**config.mk**
```make
export PLATFORM = sky130hd
export DESIGN_NAME = hamming_scrub_ctrl
export DESIGN_NICKNAME = d
export VERILOG_FILES = /design/src/rtl/hamming_scrub_ctrl.sv
export SDC_FILE = /design/constraint.sdc
export NUM_CORES = 1
export LEC_CHECK = 0
export CORE_UTILIZATION = 30
export CTS_BUF_LIST = sky130_fd_sc_hd__clkbuf_4
export CTS_CLUSTER_DIAMETER = 120
export DETAILED_ROUTE_END_ITERATION = 6
export PLACE_DENSITY = 0.71
export SLEW_MARGIN = 20
export SYNTH_ARGS = -nofsm -noshare
export SYNTH_HDL_FRONTEND = slang
export SYNTH_SLANG_ARGS = --single-unit
```
**constraint.sdc**
```tcl
create_clock -name clk -period 1.7 [get_ports clk]
set_input_delay 0.425 -clock clk [delete_from_list [all_inputs] [get_ports clk]]
set_output_delay 0.425 -clock clk [all_outputs]
set_load 0.01 [all_outputs]
```
**src/rtl/hamming_scrub_ctrl.sv**
```systemverilog
// hamming_scrub_ctrl
// Background scrubber for a memory of 13-bit SEC-DED Hamming codewords.
// A pass walks addresses 0..DEPTH-1. Each word is read and checked by an
// external combinational decoder. Single-bit errors are re-encoded by an
// external encoder and written back. Double-bit errors are counted, and the
// address of the first one is logged. The scrubber shares the single memory
// port with a host. The host wins whenever the scrubber does not have a read
// in flight or a write-back pending.

module hamming_scrub_ctrl #(
  parameter int ADDR_W = 8,
  parameter int DEPTH  = 256,
  parameter int CNT_W  = 8
) (
  input  logic              clk,
  input  logic              rst,
  input  logic              start,
  input  logic              host_req,
  output logic              host_gnt,
  output logic [ADDR_W-1:0] mem_addr,
  output logic              mem_rd_en,
  output logic              mem_wr_en,
  output logic [12:0]       mem_wr_code,
  input  logic [12:0]       mem_rd_code,
  output logic [12:0]       dec_code,
  input  logic [7:0]        dec_data,
  input  logic              dec_sec,
  input  logic              dec_ded,
  output logic [7:0]        enc_data,
  input  logic [12:0]       enc_code,
  output logic              busy,
  output logic              done,
  output logic [CNT_W-1:0]  sec_cnt,
  output logic [CNT_W-1:0]  ded_cnt,
  output logic [ADDR_W-1:0] ded_addr
);

  // The final address of a pass. DEPTH need not be a power of two.
  localparam logic [ADDR_W-1:0] LAST_ADDR = ADDR_W'(DEPTH - 1);
  localparam logic [CNT_W-1:0]  CNT_MAX   = '1;

  typedef enum logic [2:0] {
    S_IDLE,
    S_RD,
    S_CHK,
    S_WB,
    S_NEXT,
    S_DONE
  } state_t;

  state_t      state;
  state_t      state_next;
  logic [12:0] wb_code;

  // Per-cycle strobes from the FSM. They steer the datapath registers.
  logic clear_pass;
  logic step_addr;
  logic inc_sec;
  logic inc_ded;

  // The read word goes straight to the decoder. The corrected data byte
  // goes straight to the encoder, so the clean codeword is ready in CHK.
  assign dec_code = mem_rd_code;
  assign enc_data = dec_data;
  assign busy     = (state != S_IDLE);

  // Outside WB, the write data is held at zero so that the bus stays
  // quiet while the host owns the port.
  assign mem_wr_code = mem_wr_en ? wb_code : 13'd0;

  // State register. The reset is synchronous and aborts a pass at once.
  always_ff @(posedge clk) begin
    if (rst) begin
      state <= S_IDLE;
    end else begin
      state <= state_next;
    end
  end

  // Next-state, port arbitration and datapath strobes for the current state.
  always_comb begin
    state_next = state;
    host_gnt   = 1'b0;
    mem_rd_en  = 1'b0;
    mem_wr_en  = 1'b0;
    done       = 1'b0;
    clear_pass = 1'b0;
    step_addr  = 1'b0;
    inc_sec    = 1'b0;
    inc_ded    = 1'b0;
    case (state)
      S_IDLE: begin
        host_gnt = host_req;
        if (start) begin
          clear_pass = 1'b1;
          state_next = S_RD;
        end
      end
      S_RD: begin
        if (host_req) begin
          host_gnt = 1'b1;
        end else begin
          mem_rd_en  = 1'b1;
          state_next = S_CHK;
        end
      end
      S_CHK: begin
        if (dec_ded) begin
          inc_ded    = 1'b1;
          state_next = S_NEXT;
        end else if (dec_sec) begin
          inc_sec    = 1'b1;
          state_next = S_WB;
        end else begin
          state_next = S_NEXT;
        end
      end
      S_WB: begin
        mem_wr_en  = 1'b1;
        state_next = S_NEXT;
      end
      S_NEXT: begin
        host_gnt = host_req;
        if (mem_addr == LAST_ADDR) begin
          state_next = S_DONE;
        end else begin
          step_addr  = 1'b1;
          state_next = S_RD;
        end
      end
      S_DONE: begin
        host_gnt   = host_req;
        done       = 1'b1;
        state_next = S_IDLE;
      end
      default: begin
        state_next = S_IDLE;
      end
    endcase
  end

  // Datapath registers: scrub address, write-back codeword, and pass statistics.
  // The first DED of a pass is the one seen while ded_cnt is still zero.
  // The counter never wraps back to zero, so later DEDs cannot overwrite ded_addr.
  always_ff @(posedge clk) begin
    if (rst) begin
      mem_addr <= '0;
      wb_code  <= '0;
      sec_cnt  <= '0;
      ded_cnt  <= '0;
      ded_addr <= '0;
    end else begin
      if (clear_pass) begin
        mem_addr <= '0;
        sec_cnt  <= '0;
        ded_cnt  <= '0;
        ded_addr <= '0;
      end
      if (step_addr) begin
        mem_addr <= mem_addr + ADDR_W'(1);
      end
      if (inc_sec) begin
        wb_code <= enc_code;
        if (sec_cnt != CNT_MAX) begin
          sec_cnt <= sec_cnt + CNT_W'(1);
        end
      end
      if (inc_ded) begin
        if (ded_cnt == '0) begin
          ded_addr <= mem_addr;
        end
        if (ded_cnt != CNT_MAX) begin
          ded_cnt <= ded_cnt + CNT_W'(1);
        end
      end
    end
  end

  // Port-sharing invariants. Only one party drives the memory port in a cycle.
  a_rd_wr_excl : assert property (@(posedge clk) disable iff (rst)
    !(mem_rd_en && mem_wr_en));
  a_host_excl : assert property (@(posedge clk) disable iff (rst)
    !(host_gnt && (mem_rd_en || mem_wr_en)));
  a_addr_range : assert property (@(posedge clk) disable iff (rst)
    (mem_addr <= LAST_ADDR));

endmodule
```
# Yosys cells after proc, flatten, opt, wreduce, memory -nomap -nowiden
# Index checks and enable logic that the tools add are counted.
[classes]
n_eq_ne = 10
reduce_logical = 6
n_addsub = 3
mux = 33
[op_table]
columns = ["operator", "count"]
rows = [
  ["$mux W8", 11],
  ["$add A8 B1 Y8 const B", 3],
  ["$ne A8 B8 Y1 const B", 2],
  ["$mux W3", 5],
  ["$pmux W3 S5", 1],
  ["$mux W1", 14],
  ["$mux W13", 1],
  ["$eq A8 B8 Y1 const B", 1],
  ["$logic_not A8 Y1", 1],
  ["$eq A3 B2 Y1 const B", 2],
  ["$eq A3 B3 Y1 const B", 2],
  ["$ne A2 B2 Y1 const B", 2],
  ["$eq A3 B1 Y1 const B", 1],
  ["$logic_not A3 Y1", 1],
  ["$reduce_bool A3 Y1", 1],
  ["$reduce_or A3 Y1", 1],
  ["$pmux W1 S2", 1],
  ["$reduce_and A2 Y1", 1],
  ["$reduce_bool A2 Y1", 1],
]
[totals]
ff_bits = 48
output_inout_bits = 71
elab_cells = 58

# Logic depth before layout (Yosys ltp)
# Gate-level depths: netlist of run 1.
[logic_depth]
word_depth = 5
ltp_mapped = 7
depth_no_buf = 6

# Worst setup path before layout of run 1
# Ideal clock, no wire load.
[synth_timing]
path_kind = "register -> register"
start = "register sec_cnt[0]"
end = "register sec_cnt[5]"
arrival_time_ns = 1.481
path_stages_with_launch = 6
t_required_ns = 1.579
synth_period_minus_slack_ns = 1.601
path_buffers = 0
setup_slack_ns = 0.099
path_cell_list = "dfxtp_1 > ha_1 > nand3_1 > nor3_2 > nor3_1 > mux2_2"
[synth_via]
elab_chain_cells = 3
word_cells_on_any_way = 4
[synth_lines]
columns = ["element", "line_no", "text"]
rows = [
  ["start, declared", "33", "output logic [CNT_W-1:0] sec_cnt,"],
  ["start signal, assigned", "165", "sec_cnt <= sec_cnt + CNT_W'(1);"],
  ["$add A8 B1 Y8 / $ne A8 B8 Y1 (equally long branches)", "165, 164", ""],
  ["$mux W8 (*)", "164", "if (sec_cnt != CNT_MAX) begin"],
  ["$mux W8 (*)", "162", "if (inc_sec) begin"],
]
# Mark *: on every way between the ends. The rest lies on a longest branch, timed or not.
# A chain may end at the register's enable or synchronous reset.

# Worst setup path in the final report of run 1
[layout_timing]
start = "register state[2]"
end = "output mem_wr_code[8]"
[layout_via]
elab_chain_cells = 3
[layout_lines]
columns = ["element", "line_no", "text"]
rows = [
  ["start, declared", "51", "state_t state;"],
  ["start signal, assigned", "76", "state <= state_next;"],
  ["$eq A3 B2 Y1", "91", "case (state)"],
  ["$mux W1", "91", ""],
  ["$mux W13", "69", "assign mem_wr_code = mem_wr_en ? wb_code : 13'd0;"],
  ["end, declared", "23", "output logic [12:0] mem_wr_code,"],
]
# Every way passes these cells.

==> results of run 1 <==
[cell usage after synthesis, types with 3 or more instances]
cell type and instances:
nor3_1 4, nor4_1 4, inv_1 8, clkbuf_1 7, and2_1 3, dfxtp_1 48, buf_2 6, nor2b_1 3
a21oi_1 36, o21a_1 3, ha_1 4, nand2b_1 4, nand3_1 18, a311oi_1 3, or4_1 4, nor2_1 12
o211ai_1 6, nand2_1 53, a31oi_1 3, nand4_1 4, or2_2 3, a211oi_1 3, buf_4 23, o21ai_0 8
and3_1 13, o31ai_1 3, or3_1 5
[repair_timing]
item                                    in CTS  in global routing
endpoints found under the setup margin      50                 48
resized for setup                          174                 51
pin swaps                                   19                 22
setup buffers                                9                  2
gates cloned                                 2                  1
[cell families after synthesis]
kind of cell,after synthesis,synth area share (%)
flip-flops,48,37.7
buffers and inverters,45,10.3
adder cells (fa/ha/maj),4,1.96
AND/OR/NAND/NOR,145,30.2
multiplexers,4,1.67
AO/OA/AOI/OAI,75,18.1
[power by group through the flow]
| stage | logic, mW | clock network, mW | registers, mW |
|---|---|---|---|
| floorplan | 0.293 | 0 | 1.19 |
| CTS | 0.600 | 0.573 | 1.16 |
| finish | 0.681 | 0.548 | 1.17 |
| global placement | 0.521 | 0 | 1.19 |
| detailed placement | 0.529 | 0 | 1.19 |
| global route | 0.727 | 0.628 | 1.17 |
[worst max-delay path, cell delays in order, from the launching register on]
cell     delay (ns)
dfxtp_2        0.38
and2b_2        0.24
buf_6          0.12
and3_4         0.17
buf_6          0.11
[worst max path at each step]
stage | endpoint | cells past startpoint | slack [ns] | from
2_1_floorplan | sec_cnt[5] | 5 | 0.1 | sec_cnt[0]
3_3_place_gp | host_gnt | 3 | -0.40 | host_req
3_5_place_dp | sec_cnt[0] | 6 | -0.39 | dec_sec
4_1_cts | mem_wr_code[8] | 4 | -0.12 | state[2]
5_1_grt | mem_wr_code[8] | 4 | -0.16 | state[2]
6_report | mem_wr_code[8] | 4 | -0.12 | state[2]
[cell type report]
class | instances | area share [%]
Clock buffer | 7 | 1.33
Timing Repair Buffer | 123 | 28.9
Sequential cell | 48 | 25.8
Inverter | 8 | 0.761
Clock inverter | 1 | 0.0951
Multi-Input combinational cell | 230 | 39.8
Tap cell | 105 | 3.33
[state kept, by name, summed over array words and instances (netlist names)]
| register | count |
|---|---|
| wb_code | 13 |
| mem_addr | 8 |
| ded_addr | 8 |
| sec_cnt | 8 |
| state | 3 |
| ded_cnt | 8 |
[layer usage]
layer  up-vias  GRT usage, %  wire [um]
li1       1324             -          -
met1      1257          19.2       3180
met2        86          31.4       3950
met3        17          4.05        417
met4         0          3.97        108
met5         -             0          0
[layout by cell type (no fill, tap or decap), types with 3 or more instances in the layout]
master	synthesis	final
nand2_1	53	52
buf_4	23	40
a21oi_1	36	30
buf_6	0	27
dlygate4sd2_1	0	24
dfxtp_1	48	21
nand3_1	18	18
dfxtp_2	0	18
clkdlybuf4s50_1	0	16
and3_4	0	13
nor2_1	12	10
dlymetal6s2s_1	0	10
dfxtp_4	0	9
inv_1	8	8
clkbuf_4	0	7
o211ai_1	6	6
a21oi_2	0	6
or3_1	5	5
o21ai_0	8	5
buf_2	6	5
nand4_1	4	4
ha_1	4	4
nor2b_1	3	3
or2_2	3	3
nand2b_1	4	3
nor4_1	4	3
a31oi_1	3	3
a311oi_1	3	3
o21a_1	3	3
[metrics by stage]
step / worst slack [ns] / hold slack (ns)
after CTS: -0.117 / 0.468
after detailed placement: -0.391 / 0.445
final: -0.119 / 0.465
after global routing: -0.165 / 0.489
after global placement: -0.395 / 0.439
after floorplan: 0.0988 / 0.432
==> flow_summary.toml, run 1 <==
[die]
floorplan.io_pins = 111
initial_utilization_pct = 31.0
die_area_um2 = 8880
floorplan.die.height_um = 94.2
std_cell_rows = 33
fp.coreArea_um2 = 8220
die_width_um = 94.2

[synthesis]
ys_dominant_reg_cell = "dfxtp_1"
post_synth_main_area_contributors = "dfxtp_1, nand2_1, a21oi_1"
yosysUniqueCellTypes = 49
post_syn_nets = 365
synth-warning-count = 0
postSynthRegisterBits = 48
synth_top_cell_area_share_pct = 37.7
syn-instance-count = 321
synth_enable_flop_cells = 0
synth_top_cell_by_area = "dfxtp_1"
mappedNetlistArea_um2 = 2550
synthesis.area_per_instance_um2 = 7.95
synth_async_sr_flop_share_pct = 0
synth-seq-area-share_pct = 37.7

[layout]
non_filler_cells_in_the_finished_layout = 522
nFillCells = 780
final_area_um2 = 3950
synthToLayoutAreaGrowth_pct = 54.6
multi_input_logic_area_um2 = 1570
number_of_antenna_diodes = 0
drive_above_1_share_pct = 38.1
final_util_pct = 48.0
area.sequential_um2 = 1020
number_of_nets_in_the_layout = 460

[status]
violated_checks = "setup timing"
outcome = "complete, but fails checks"

[pwr]
power.share.clock_pct = 22.9
internal_power_mw = 1.67
p_leak_nw = 1.70
power_mw = 2.39
peak_supply_drop_mv = 0.288
p_sw_share_pct = 30.3
power_frac_seq_pct = 48.7
share_of_power_burned_in_combinational_logic_pct = 28.4
power_density_normalized_to_cell_area_nw_per_um2 = 607
power.net_switching_uw = 726

[sta]
worst_pin_slew_ns = 0.384
setup_tns_ns = -1.30
setup_viol = 20
grt_setup_unrepaired = "true"
layout_min_cycle_time_ns = 1.82
max_slew_margin_pct = 74.0
maxClockFrequency_ghz = 0.550
final_setup_skew_ns = 0.0127
post-route-period-util_pct = 107
fin_ws_ns = -0.119
finalMaxSlewViolations = 0
final_number_of_hold_violating_endpoints = 0

[worst_setup_path]
crit-reg2reg-capture = "ded_cnt[4]"
worst-r2r-setup-slack_ns = -0.07
crit_path_start_kind = "flop"
worst_ep_arrival_time_ns = 1.39
rr_worst_depth = 9
rr_startpoint = "state[2]"
timing.setup.critical_path_class = "reg -> out"
worstPathMaxFanout = 3
setup.worst_path.end_class = "output pin"
req_time_crit_path_ns = 1.27

[route]
detail_route.drc_violations = 0
postRouteAntennaNets = 0
via_per_inst = 5.14
drt_wl_total_um = 7650
drt_first_pass_iters = 4
drt_first_iter_violations = 96
post_drt_wl_per_cell_um = 14.7
vias = 2684

[global_routing]
antenna_found_initial = 0
groute.usage.overall_pct = 16.9
grt.overflow.total = 0
grt_first_pass_wirelength_um = 11900
grt_max_degree = 17
vias_in_the_first_global_route = 2570

[flow_run]
drv_cap = 0

[hold_path]
timing.hold.worst_path_depth = 2
hp-class = "reg -> reg"
hold-path-endpoint = "wb_code[0]"
min-delay-start = "wb_code[0]"

[cts]
cts_buffer_depth = 2
htree_levels = 2
cts_buffers = 5
clock_transition_at_the_register_clock_pins_on_the_worst_setup_and_hold_paths_after_cts_ns = 0.13
post_cts_hold_buffer_count = 0
cts_num_sinks = 48
cts_tree = "done"
clock_insertion_delay_worst_skew_ns = 0.36
cts_root_buf = "clkbuf_4"

[placement]
dp_hpwl_um = 5270
weighted_congestion_at_the_end_of_routability_driven_global_placement = 0.867
place.detailed.instances = 501
numPortBuffers = 68
placed_area_um2 = 3460
No activity file was read; power rests on OpenSTA's default activity.
==> run 2: changes to the inputs <==
CORE_UTILIZATION = 44   (was 30)
CTS_CLUSTER_SIZE = 28   (was default)
PLACE_DENSITY = 0.94   (was 0.71)
==> run 2 against run 1 <==
  * The run still ends with setup timing left
  * Count of clock-buffer cells in the layout decreased by 2
  * Via count increased by 1.1%
  * Utilization increased by 19 points
==> flow_summary.toml, run 2 (synthesis gave the netlist of run 1 again) <==
[placement]
placed_area_um2 = 3380
numPortBuffers = 68
dp_slack_ns = -0.410
dp_hpwl_um = 5010
place.detailed.instances = 461
weighted_congestion_at_the_end_of_routability_driven_global_placement = 0.945

[die]
floorplan.io_pins = 111
die_area_um2 = 6110
initial_utilization_pct = 46.0
std_cell_rows = 27
die_width_um = 78.1
fp.coreArea_um2 = 5540
floorplan.die.height_um = 78.1

[global_routing]
vias_in_the_first_global_route = 2591
grt_first_pass_wirelength_um = 12000
grt.overflow.total = 0
grt_max_degree = 18
groute.usage.overall_pct = 24.6
antenna_found_initial = 0

[layout]
number_of_nets_in_the_layout = 448
layout.cells.most_common = "nand2_1"
most-common-layout-cells = "nand2_1, a21oi_1, buf_4"
number_of_antenna_diodes = 0
number_of_flip_flops_in_the_largest_register = 13
drive_above_1_share_pct = 33.3
synthToLayoutAreaGrowth_pct = 46.4
max_flop_register = "wb_code"
final_area_um2 = 3730
final_util_pct = 67.4
non_filler_cells_in_the_finished_layout = 477

[pwr]
power_density_normalized_to_cell_area_nw_per_um2 = 657
p_leak_nw = 1.60
power_mw = 2.45
peak_supply_drop_mv = 0.561

[sta]
final_setup_skew_ns = 0.00254
finalMaxSlewViolations = 0
maxClockFrequency_ghz = 0.567
setup_viol = 17
final_number_of_hold_violating_endpoints = 0
setup_tns_ns = -0.450
max_slew_margin_pct = 75.0
layout_min_cycle_time_ns = 1.76
grt_setup_unrepaired = "true"
fin_ws_ns = -0.0645
worst_pin_slew_ns = 0.372
finalHoldWorstSlack_ns = 0.461
post-route-period-util_pct = 104

[status]
outcome = "complete, but fails checks"
violated_checks = "setup timing"

[cts]
htree_levels = 2
cts_tree = "done"
cts_root_buf = "clkbuf_4"
clock_insertion_delay_worst_skew_ns = 0.36
cts_buffer_depth = 2
cts_num_sinks = 48
clock_transition_at_the_register_clock_pins_on_the_worst_setup_and_hold_paths_after_cts_ns = 0.13
cts_buffers = 5

[route]
vias = 2713
drt_wl_total_um = 7690
drt_first_pass_iters = 4
detail_route.drc_violations = 0
via_per_inst = 5.69
post_drt_wl_per_cell_um = 16.1
postRouteAntennaNets = 0
drt_first_iter_violations = 232

[worst_setup_path]
crit_path_start_kind = "flop"
worstPathMaxFanout = 6
timing.setup.critical_path_class = "reg -> out"
req_time_crit_path_ns = 1.27
worst_ep_arrival_time_ns = 1.34
setup.worst_path.end_class = "output pin"

[flow_run]
drv_cap = 0

[hold_path]
hp-class = "reg -> reg"
==> run 2: worst paths after layout <==
path | cells past startpoint | from | end | slack [ns]
worst max register to register | 7 | state[2] | ded_cnt[3] | -0.06
worst max-delay path | 3 | state[2] | busy | -0.06
worst min register to register | 2 | wb_code[3] | wb_code[3] | 0.46
worst min-delay path | 2 | wb_code[3] | wb_code[3] | 0.46
==> run 2: what timing repair did <==
action                     in CTS  in global routing
gates resized for setup       169                 32
cloned                          1                  0
hold buffers                    0                  0
pin swaps                      22                  8
setup buffers                   7                  2
setup endpoints to repair      54                 56
==> run 2: routing by layer <==
metal | vias to the layer above | global-route usage (%) | wire length (um)
met3 | 42 | 6.51 | 528
met2 | 126 | 44.1 | 3930
li1 | 1302 | - | -
met1 | 1243 | 27.2 | 2910
met4 | 0 | 10.7 | 310
met5 | - | 0 | 0
==> run 2: layout make-up <==
class	count	area, um2
flip-flops and latches	48	1020
well taps	72	90.1
repair buffers	112	1030
clock inverters	3	37.5
fillers	442	1810
multi-input cells	229	1480
inverters	8	30.0
clock buffers	5	37.5
==> run 2: where the power goes <==
part	total, mW	leakage (nW)	internal [mW]	switching [mW]
sequential	1.15	0.404	1.13	0.0256
combinational	0.640	1.15	0.330	0.310
clock	0.660	0.0403	0.301	0.359
total	2.45	1.60	1.76	0.695
==> run 2: worst max-delay path, cell delays in order (launching register included) <==
cell and delay [ns]:
dfxtp_2 0.36, buf_6 0.13, or3_4 0.37, buf_6 0.13
==> run 3: changes to the inputs <==
CORE_MARGIN = 1   (was default)
==> results of run 3 <==
Same layout as run 2: the final DEF is identical, and so are final timing and power.
